**src/rtl/mcp3202_sample_scheduler.sv**
```systemverilog
// Sample-rate sequencer for the MCP3202 SPI engine: round-robin CH0/CH1 conversions, tagged results, sticky status.
// Optional build macro SCHED_TIMEOUT_EN adds a conversion watchdog and the o_timeout port.
module mcp3202_sample_scheduler #(
  parameter int unsigned SAMPLE_DIV = 2500,
  parameter int unsigned TIMEOUT    = 4000
) (
  input  logic        clk,
  input  logic        rst,
  input  logic        i_enable,
  input  logic [1:0]  i_chan_mask,
  input  logic        i_diff,
  output logic        o_start,
  output logic        o_sgl,
  output logic        o_odd,
  input  logic        i_done,
  input  logic [11:0] i_data,
  output logic [11:0] o_data,
  output logic        o_chan,
  output logic        o_valid,
  input  logic        i_ready,
  output logic        o_tick_miss,
  output logic        o_overrun,
`ifdef SCHED_TIMEOUT_EN
  output logic        o_timeout,
`endif
  input  logic        i_clr_status
);

  typedef enum logic [1:0] {IDLE, WAIT_TICK, CONVERT} state_e;

  localparam logic [15:0] DIV_LAST = 16'(SAMPLE_DIV - 1);

  state_e      state_q, state_d;
  logic [15:0] cnt_q, cnt_d;
  logic        start_q, start_d;
  logic        chan_q, chan_d;
  logic        sgl_q, sgl_d;
  logic        last_q, last_d;
  logic [11:0] data_q, data_d;
  logic        ochan_q, ochan_d;
  logic        valid_q, valid_d;
  logic        miss_q, miss_d;
  logic        ovr_q, ovr_d;
  logic        tick;
  logic        pick_chan;
  logic        pick_ok;

`ifdef SCHED_TIMEOUT_EN
  localparam logic [31:0] TMO_LAST = 32'(TIMEOUT - 1);
  logic [31:0] tmo_q, tmo_d;
  logic        tmof_q, tmof_d;
`endif

  always_comb begin
    cnt_d = '0;
    if (i_enable) begin
      cnt_d = (cnt_q == DIV_LAST) ? '0 : cnt_q + 16'd1;
    end
  end

  assign tick    = (cnt_q == DIV_LAST);
  assign pick_ok = |i_chan_mask;

  // Prefer the channel not served last; fall back to whichever one is enabled.
  always_comb begin
    pick_chan = 1'b1;
    if (!last_q && i_chan_mask[1]) begin
      pick_chan = 1'b1;
    end else if (i_chan_mask[0]) begin
      pick_chan = 1'b0;
    end
  end

  always_comb begin
    state_d = state_q;
    start_d = 1'b0;
    chan_d  = chan_q;
    sgl_d   = sgl_q;
    last_d  = last_q;
    data_d  = data_q;
    ochan_d = ochan_q;
    valid_d = valid_q & ~i_ready;
    miss_d  = miss_q & ~i_clr_status;
    ovr_d   = ovr_q & ~i_clr_status;
`ifdef SCHED_TIMEOUT_EN
    tmo_d   = '0;
    tmof_d  = tmof_q & ~i_clr_status;
`endif
    case (state_q)
      IDLE: begin
        if (i_enable) begin
          state_d = WAIT_TICK;
        end
      end
      WAIT_TICK: begin
        if (!i_enable) begin
          state_d = IDLE;
        end else if (tick && pick_ok) begin
          chan_d  = pick_chan;
          sgl_d   = ~i_diff;
          start_d = 1'b1;
          state_d = CONVERT;
        end
      end
      CONVERT: begin
        if (tick && pick_ok) begin
          miss_d = 1'b1;
        end
`ifdef SCHED_TIMEOUT_EN
        tmo_d = tmo_q + 32'd1;
`endif
        if (i_done) begin
          data_d  = i_data;
          ochan_d = chan_q;
          valid_d = 1'b1;
          last_d  = chan_q;
          if (valid_q && !i_ready) begin
            ovr_d = 1'b1;
          end
          state_d = i_enable ? WAIT_TICK : IDLE;
        end
`ifdef SCHED_TIMEOUT_EN
        // Abandon a silent engine and move past the failed channel.
        else if (tmo_q == TMO_LAST) begin
          tmof_d  = 1'b1;
          last_d  = chan_q;
          state_d = i_enable ? WAIT_TICK : IDLE;
        end
`endif
      end
      default: state_d = IDLE;
    endcase
  end

  always_ff @(posedge clk or posedge rst) begin
    if (rst) begin
      state_q <= IDLE;
      cnt_q   <= '0;
      start_q <= 1'b0;
      chan_q  <= 1'b0;
      sgl_q   <= 1'b1;
      last_q  <= 1'b1;
      data_q  <= '0;
      ochan_q <= 1'b0;
      valid_q <= 1'b0;
      miss_q  <= 1'b0;
      ovr_q   <= 1'b0;
`ifdef SCHED_TIMEOUT_EN
      tmo_q   <= '0;
      tmof_q  <= 1'b0;
`endif
    end else begin
      state_q <= state_d;
      cnt_q   <= cnt_d;
      start_q <= start_d;
      chan_q  <= chan_d;
      sgl_q   <= sgl_d;
      last_q  <= last_d;
      data_q  <= data_d;
      ochan_q <= ochan_d;
      valid_q <= valid_d;
      miss_q  <= miss_d;
      ovr_q   <= ovr_d;
`ifdef SCHED_TIMEOUT_EN
      tmo_q   <= tmo_d;
      tmof_q  <= tmof_d;
`endif
    end
  end

  assign o_start     = start_q;
  assign o_sgl       = sgl_q;
  assign o_odd       = chan_q;
  assign o_data      = data_q;
  assign o_chan      = ochan_q;
  assign o_valid     = valid_q;
  assign o_tick_miss = miss_q;
  assign o_overrun   = ovr_q;
`ifdef SCHED_TIMEOUT_EN
  assign o_timeout   = tmof_q;
`endif

endmodule

```
**config.mk**
```make
export PLATFORM = sky130hd
export DESIGN_NAME = mcp3202_sample_scheduler
export DESIGN_NICKNAME = d
export VERILOG_FILES = /design/src/rtl/mcp3202_sample_scheduler.sv
export SDC_FILE = /design/constraint.sdc
export NUM_CORES = 1
export LEC_CHECK = 0
export CELL_PAD_IN_SITES_DETAIL_PLACEMENT = 1
export CELL_PAD_IN_SITES_GLOBAL_PLACEMENT = 1
export CORE_AREA = 2 2 68 70
export CTS_BUF_LIST = sky130_fd_sc_hd__clkbuf_4 sky130_fd_sc_hd__clkbuf_8 sky130_fd_sc_hd__clkbuf_16
export CTS_CLUSTER_SIZE = 28
export DETAILED_ROUTE_END_ITERATION = 8
export DIE_AREA = 0 0 70 72
export PLACE_DENSITY = 0.8
export SYNTH_ARGS = -nofsm -noshare
export SYNTH_HDL_FRONTEND = slang
export SYNTH_SLANG_ARGS = --single-unit
```
**constraint.sdc**
```tcl
create_clock -name clk -period 5.8 [get_ports clk]
set_clock_uncertainty 0.15 [all_clocks]
set_input_delay 1.45 -clock clk [delete_from_list [all_inputs] [get_ports clk]]
set_output_delay 1.45 -clock clk [all_outputs]
set_load 0.005 [all_outputs]
```
==> reports/qor.yml, run 1 <==
status: "finished, final reports clean"
synth_area_leaders: "dfrtp_1 54%, mux2_2 10%, xnor2_1 4.7%"
wl_per_cell_um: 16.3
slew_viol_final: 0
drive_above_1_share: 0.161
ys_ff_latch: 38
ys_seq_area_frac: 0.567
vias_per_cell: 5.11
die_y_um: 72
die_x_um: 70
gp_congestion: 0.774
crit_type: "reg2out"
cts-htree-levels: 2
worst-path-buf-inv: 1
regArea_um2: 953
synth.most_common_cell: "dfrtp_1"
rsz0062_at_grt: "false"
synth_top_cell_by_area: "dfrtp_1"
drc_errors: 0
finalCritPeriodShare: 0.506
totalWireLength_um: 3980
cts_tree: "built"
postSynthCellCount: 147
tightestPinTransition_ns: 0.484
final_area_um2: 2230
slowest_stage: "dfstp_2"
synth_area_um2: 1680
area_growth_syn_to_layout_pct: 32.7
cts_sinks: 38
synth_area_per_cell_um2: 11.4
synthFlopType: "dfrtp_1"
port_buffers: 39
grt_usage: 0.174
powerDensity_nw_per_um2: 235
setup.worst_path.start_class: "flop"
slowest_delay_ns: 0.54
n_antenna_cell: 0
hold_buffers: 0
synthesis.nets: 169
yosysTopAreaCellShare: 0.536
clk_latency_ns: 0.30
path_max_fanout: 2
cts_root_buffer: "clkbuf_8"
vias: 1246
rows: 24
p_leak_nw: 0.963
cpLargestDelayFamily: "flip-flops"
fin_crit_ns: 2.93
antenna_found_initial: 0
clk_pin_slew_ns: 0.08
fin_tns_setup_ns: 0
synth_async_sr_flop_share: 1.00
start_util: 0.394
critPathArrivalTime_ns: 1.33
peakVddDrop_v: 0.000159
clk_path_buf_depth: 2
yosys-top-cells-count: "36 x dfrtp_1, 18 x nor2_1, 15 x mux2_2"
fillCellCount: 456
cts_setup_buffers: 0
drt_first_iter_violations: 31
r2r_setup_slack_ns: 3.54
fmax_mhz: 341
end_kind: "primary output"
crit_chain: "clkdlybuf4s50_1"
numCtsBuffers: 5
synth_edf_count: 0
setup_violations: 0
ios: 40
synth_cell_types: 32
ys_warn_count: 0
relSlewSlack: 0.677
cap_viol_max_count: 0
hold_path_class: "reg2reg"
grt_first_pass_wirelength_um: 6960
first_pass_iters: 4
ant_nets: 0
grt_pass1_vias: 1476
cp.required_ns: 4.20
final_hold_viol_count: 0
cts.repair.resized: 0
grt_max_degree: 39
hpwlAfterDp_um: 2890
grt-ovfl-total: 0
dpl_cell_area_um2: 2130
multi_input_area_um2: 677
coreArea_um2: 4260
num-nets-final: 213
die-area_um2: 5040
==> metrics by stage <==
step / cells / power, mW / hold slack, ns / util / worst slack, ns
detailed placement: 236 / 0.338 / 0.313 / 0.501 / 2.59
global route: 244 / 0.549 / 0.375 / 0.523 / 2.83
finish: 244 / 0.525 / 0.341 / 0.523 / 2.87
floorplan: 147 / 0.302 / 0.293 / - / 3.00
global placement: 236 / 0.335 / 0.310 / 0.501 / 2.64
CTS: 244 / 0.532 / 0.341 / 0.523 / 2.86
==> layout by cell type, fill, tap and decap left out, types with 2 or more instances in the layout <==
cell	synthesis	routed
a21oi_1	2	2
and4_1	2	2
buf_4	0	2
clkbuf_8	0	6
clkdlybuf4s50_1	0	39
dfrtp_1	36	36
dfstp_2	2	2
inv_1	9	9
mux2_2	15	15
nand2_1	7	7
nand2b_1	2	2
nand3_1	6	6
nand4_1	4	4
nor2_1	18	18
nor3_1	4	4
nor4_1	5	5
o21ai_0	4	4
xnor2_1	9	9
xor2_1	4	4
==> flip-flops by register name (all words and copies together) (netlist names) <==
name and flops:
cnt_q 16, last_q 1, o_chan 1, o_data 12
o_odd 1, o_overrun 1, o_sgl 1, o_start 1
o_tick_miss 1, o_valid 1, state_q 2
==> path summary, 6_finish.rpt <==
kind                       cells past startpoint          to  startpoint
max                                            1       o_sgl       o_sgl
min                                            1  state_q[0]  state_q[0]
max reg2reg                                    5       o_odd    cnt_q[0]
min reg2reg                                    1  state_q[0]  state_q[0]
max in group asynchronous                      3      last_q         rst
min in group asynchronous                      3   o_data[3]         rst
==> routing by layer <==
layer / up-vias / global-route usage / share of wire
li1: 595 / - / -
met2: 35 / 0.297 / 0.49
met3: 5 / 0.0611 / 0.068
met1: 611 / 0.204 / 0.42
met5: - / 0 / 0
met4: 0 / 0.0641 / 0.018
==> power breakdown <==
group | switching, mW | internal (mW)
combinational | 0.0186 | 0.0322
clock | 0.0921 | 0.101
sequential | 0.00745 | 0.274
==> cell families (layout without fill, tap and decap cells) <==
logic type               Yosys count  after routing  share of synthesized area
buffers and inverters             13             58                     0.0298
XOR/XNOR                          13             13                     0.0678
flip-flops                        38             38                      0.567
AO/OA/AOI/OAI                     10             10                     0.0410
multiplexers                      16             16                      0.106
AND/OR/NAND/NOR                   56             56                      0.180
adder cells (fa/ha/maj)            1              1                    0.00744
==> layout make-up <==
class	instances	share of cell area
timing repair buffer	41	0.182
clock inverter	1	0.00224
tap	52	0.0292
inverter	9	0.0152
clock buffer	7	0.0404
multi-input combinational	96	0.304
sequential	38	0.428
No activity file was read; power rests on OpenSTA's default activity.
==> run 2: changes to the inputs <==
--- a/config.mk
+++ b/config.mk
@@ -7,12 +7,12 @@
 export LEC_CHECK = 0
 export CELL_PAD_IN_SITES_DETAIL_PLACEMENT = 1
 export CELL_PAD_IN_SITES_GLOBAL_PLACEMENT = 1
-export CORE_AREA = 2 2 68 70
+export CORE_AREA = 2 2 74 76
 export CTS_BUF_LIST = sky130_fd_sc_hd__clkbuf_4 sky130_fd_sc_hd__clkbuf_8 sky130_fd_sc_hd__clkbuf_16
 export CTS_CLUSTER_SIZE = 28
 export DETAILED_ROUTE_END_ITERATION = 8
-export DIE_AREA = 0 0 70 72
-export PLACE_DENSITY = 0.8
+export DIE_AREA = 0 0 76 78
+export PLACE_DENSITY = 0.72
 export SYNTH_ARGS = -nofsm -noshare
 export SYNTH_HDL_FRONTEND = slang
 export SYNTH_SLANG_ARGS = --single-unit
==> constraint.sdc (replaced) <==
create_clock -name clk -period 2.3 [get_ports clk]
set_clock_uncertainty 0.15 [all_clocks]
set_input_delay 0.575 -clock clk [delete_from_list [all_inputs] [get_ports clk]]
set_output_delay 0.575 -clock clk [all_outputs]
set_load 0.005 [all_outputs]
==> run 2 against run 1 <==
Effect of this change:
- global-route usage shrank 2.5 points
- via count grew 3.0%
- critical path depth is the same
- register-to-register slack lost 3.3 ns
- setup slack lost 2.6 ns
- cell area grew 4.1%
- die area grew 18%
- worst hold slack lost 0.013 ns
- count of clock-buffer cells in the layout is the same
- largest cell class unchanged
==> reports/qor.yml, run 2 (same netlist as run 1, synthesis figures left out) <==
status: "finished, final reports clean"
fin_crit_ns: 2.05
final_hold_viol_count: 0  # unchanged
fmax_mhz: 487
die-area_um2: 5930  # +18%
final_util: 0.460  # -0.0626
powerDensity_nw_per_um2: 612  # +160%
slowest_delay_ns: 0.54  # about the same
totalWireLength_um: 3880  # -2.4%
cts_tree: "built"
start_util: 0.333  # -0.0608
relSlewSlack: 0.683  # +0.00539
vias_per_cell: 4.81  # -5.8%
crit_type: "reg2out"
power_switching_mw: 0.294  # +150%
hold_buffers: 0  # unchanged
largest_register_ffs: 16  # unchanged
final_common_cell: "clkdlybuf4s50_1"
dpl_cell_area_um2: 2210  # +3.4%
num-nets-final: 218  # +2.3%
grt-ovfl-total: 0  # unchanged
cts_root_buffer: "clkbuf_8"
vias: 1284  # +3.0%
cts.repair.resized: 0  # unchanged
die_y_um: 78  # +8.3%
r2r_setup_slack_ns: 0.29  # -3.25 ns
rsz0062_at_grt: "false"
hpwlAfterDp_um: 2930  # +1.3%
cts-htree-levels: 2  # unchanged
coreArea_um2: 5040  # +18%
crit_cells: 1  # unchanged
clkPwrFrac: 0.405  # +0.038
grt_max_degree: 23  # -41%
worst-path-buf-inv: 1  # unchanged
numCtsBuffers: 5  # unchanged
cts_sinks: 38  # unchanged
drt_first_iter_violations: 59  # +90%
rows: 26  # +8.3%
first_pass_iters: 4  # unchanged
reg2reg_to: "o_odd"
drc_errors: 0  # unchanged
cpLargestDelayFamily: "flip-flops"
p_leak_nw: 1.00  # +3.9%
pwr-share-comb: 0.096  # about the same
setup_violations: 0  # unchanged
reg2reg_depth: 5  # unchanged
final_area_um2: 2320  # +4.1%
ant_nets: 0  # unchanged
clk_latency_ns: 0.29  # about the same
crit_chain: "clkdlybuf4s50_1"
gp_congestion: 0.789  # +1.9%
crit_end: "o_sgl"
fin_hold_ws_ns: 0.328  # -0.0129 ns
finalCritPeriodShare: 0.892
setup.worst_path.start_class: "flop"
critPathArrivalTime_ns: 1.33  # about the same
peakVddDrop_v: 0.000326  # +100%
n_antenna_cell: 0  # unchanged
cp.required_ns: 1.57  # -2.63 ns
antenna_found_initial: 0  # unchanged
seqPwrFrac: 0.499  # -0.037
tightestPinTransition_ns: 0.475  # -0.00861 ns
end_kind: "primary output"
final_cell_mix: "39 x clkdlybuf4s50_1, 36 x dfrtp_1, 18 x nor2_1, 15 x mux2_2"
slew_viol_final: 0  # unchanged
swShare: 0.207  # -0.0182
hold_path_class: "reg2reg"
cts_setup_buffers: 0  # unchanged
drive_above_1_share: 0.183  # +0.0213
grt_usage: 0.149  # -0.0253
clk_path_buf_depth: 2  # unchanged
wl_per_cell_um: 14.5  # -11%
ios: 40  # unchanged
crit_start: "o_sgl"
p_int_mw: 1.13  # +180%
die_x_um: 76  # +8.6%
clk_pin_slew_ns: 0.07  # about the same
reg2reg_from: "cnt_q[0]"
path_max_fanout: 2  # unchanged
area_growth_syn_to_layout_pct: 38.1
fin_tns_setup_ns: 0  # unchanged
grt_pass1_vias: 1472  # -0.27%
grt_first_pass_wirelength_um: 6820  # -2.0%
cap_viol_max_count: 0  # unchanged
largest_register: "cnt_q"
port_buffers: 39  # unchanged
slowest_stage: "dfstp_2"
==> run 2: power by group through the flow <==
stage                     Combinational [mW]  Sequential, mW  Clock [mW]
after floorplan                       0.0447           0.717           0
after global placement                 0.134           0.720           0
after detailed placement               0.139           0.721           0
after CTS                              0.140           0.709       0.600
after global routing                   0.150           0.712       0.638
final                                  0.136           0.709       0.576
==> run 2: metal layers <==
metal	vias to the layer above	track usage	part of all wire
li1	602	-	-
met1	641	0.148	0.38
met2	37	0.270	0.53
met3	4	0.0674	0.082
met4	0	0.0600	0.012
met5	-	0	0
==> run 2: layout make-up <==
type / count / area (um^2)
fill: 536 / 2720
sequential: 38 / 953
clock inverter: 1 / 30.0
clock buffer: 7 / 83.8
timing repair buffer: 46 / 455
inverter: 9 / 33.8
multi-input combinational: 96 / 677
tap: 70 / 87.6
==> run 2: stage by stage <==
stage,cells,setup WS (ns),total power [mW]
after global routing,267,0.152,1.50
after floorplan,147,0.246,0.762
after detailed placement,259,0.0959,0.860
after global placement,259,0.149,0.854
final,267,0.248,1.42
after CTS,267,0.223,1.45
==> run 2: worst min-delay path by stage <==
| stage | start | to | slack [ns] | cells after the start |
|---|---|---|---|---|
| after floorplan | state_q[0] | state_q[0] | 0.29 | 1 |
| after global routing | state_q[0] | state_q[0] | 0.35 | 1 |
| after CTS | o_sgl | o_sgl | 0.33 | 2 |
| final | o_sgl | o_sgl | 0.33 | 2 |
| after global placement | o_sgl | o_sgl | 0.30 | 2 |
| after detailed placement | o_sgl | o_sgl | 0.32 | 2 |
==> run 3: changes to the inputs <==
--- a/config.mk
+++ b/config.mk
@@ -5,6 +5,7 @@
 export SDC_FILE = /design/constraint.sdc
 export NUM_CORES = 1
 export LEC_CHECK = 0
+export ABC_CLOCK_PERIOD_IN_PS = 2300
 export CELL_PAD_IN_SITES_DETAIL_PLACEMENT = 1
 export CELL_PAD_IN_SITES_GLOBAL_PLACEMENT = 1
 export CORE_AREA = 2 2 74 76
==> results of run 3 <==
The final DEF is identical to that of run 2; final timing and power are the same.
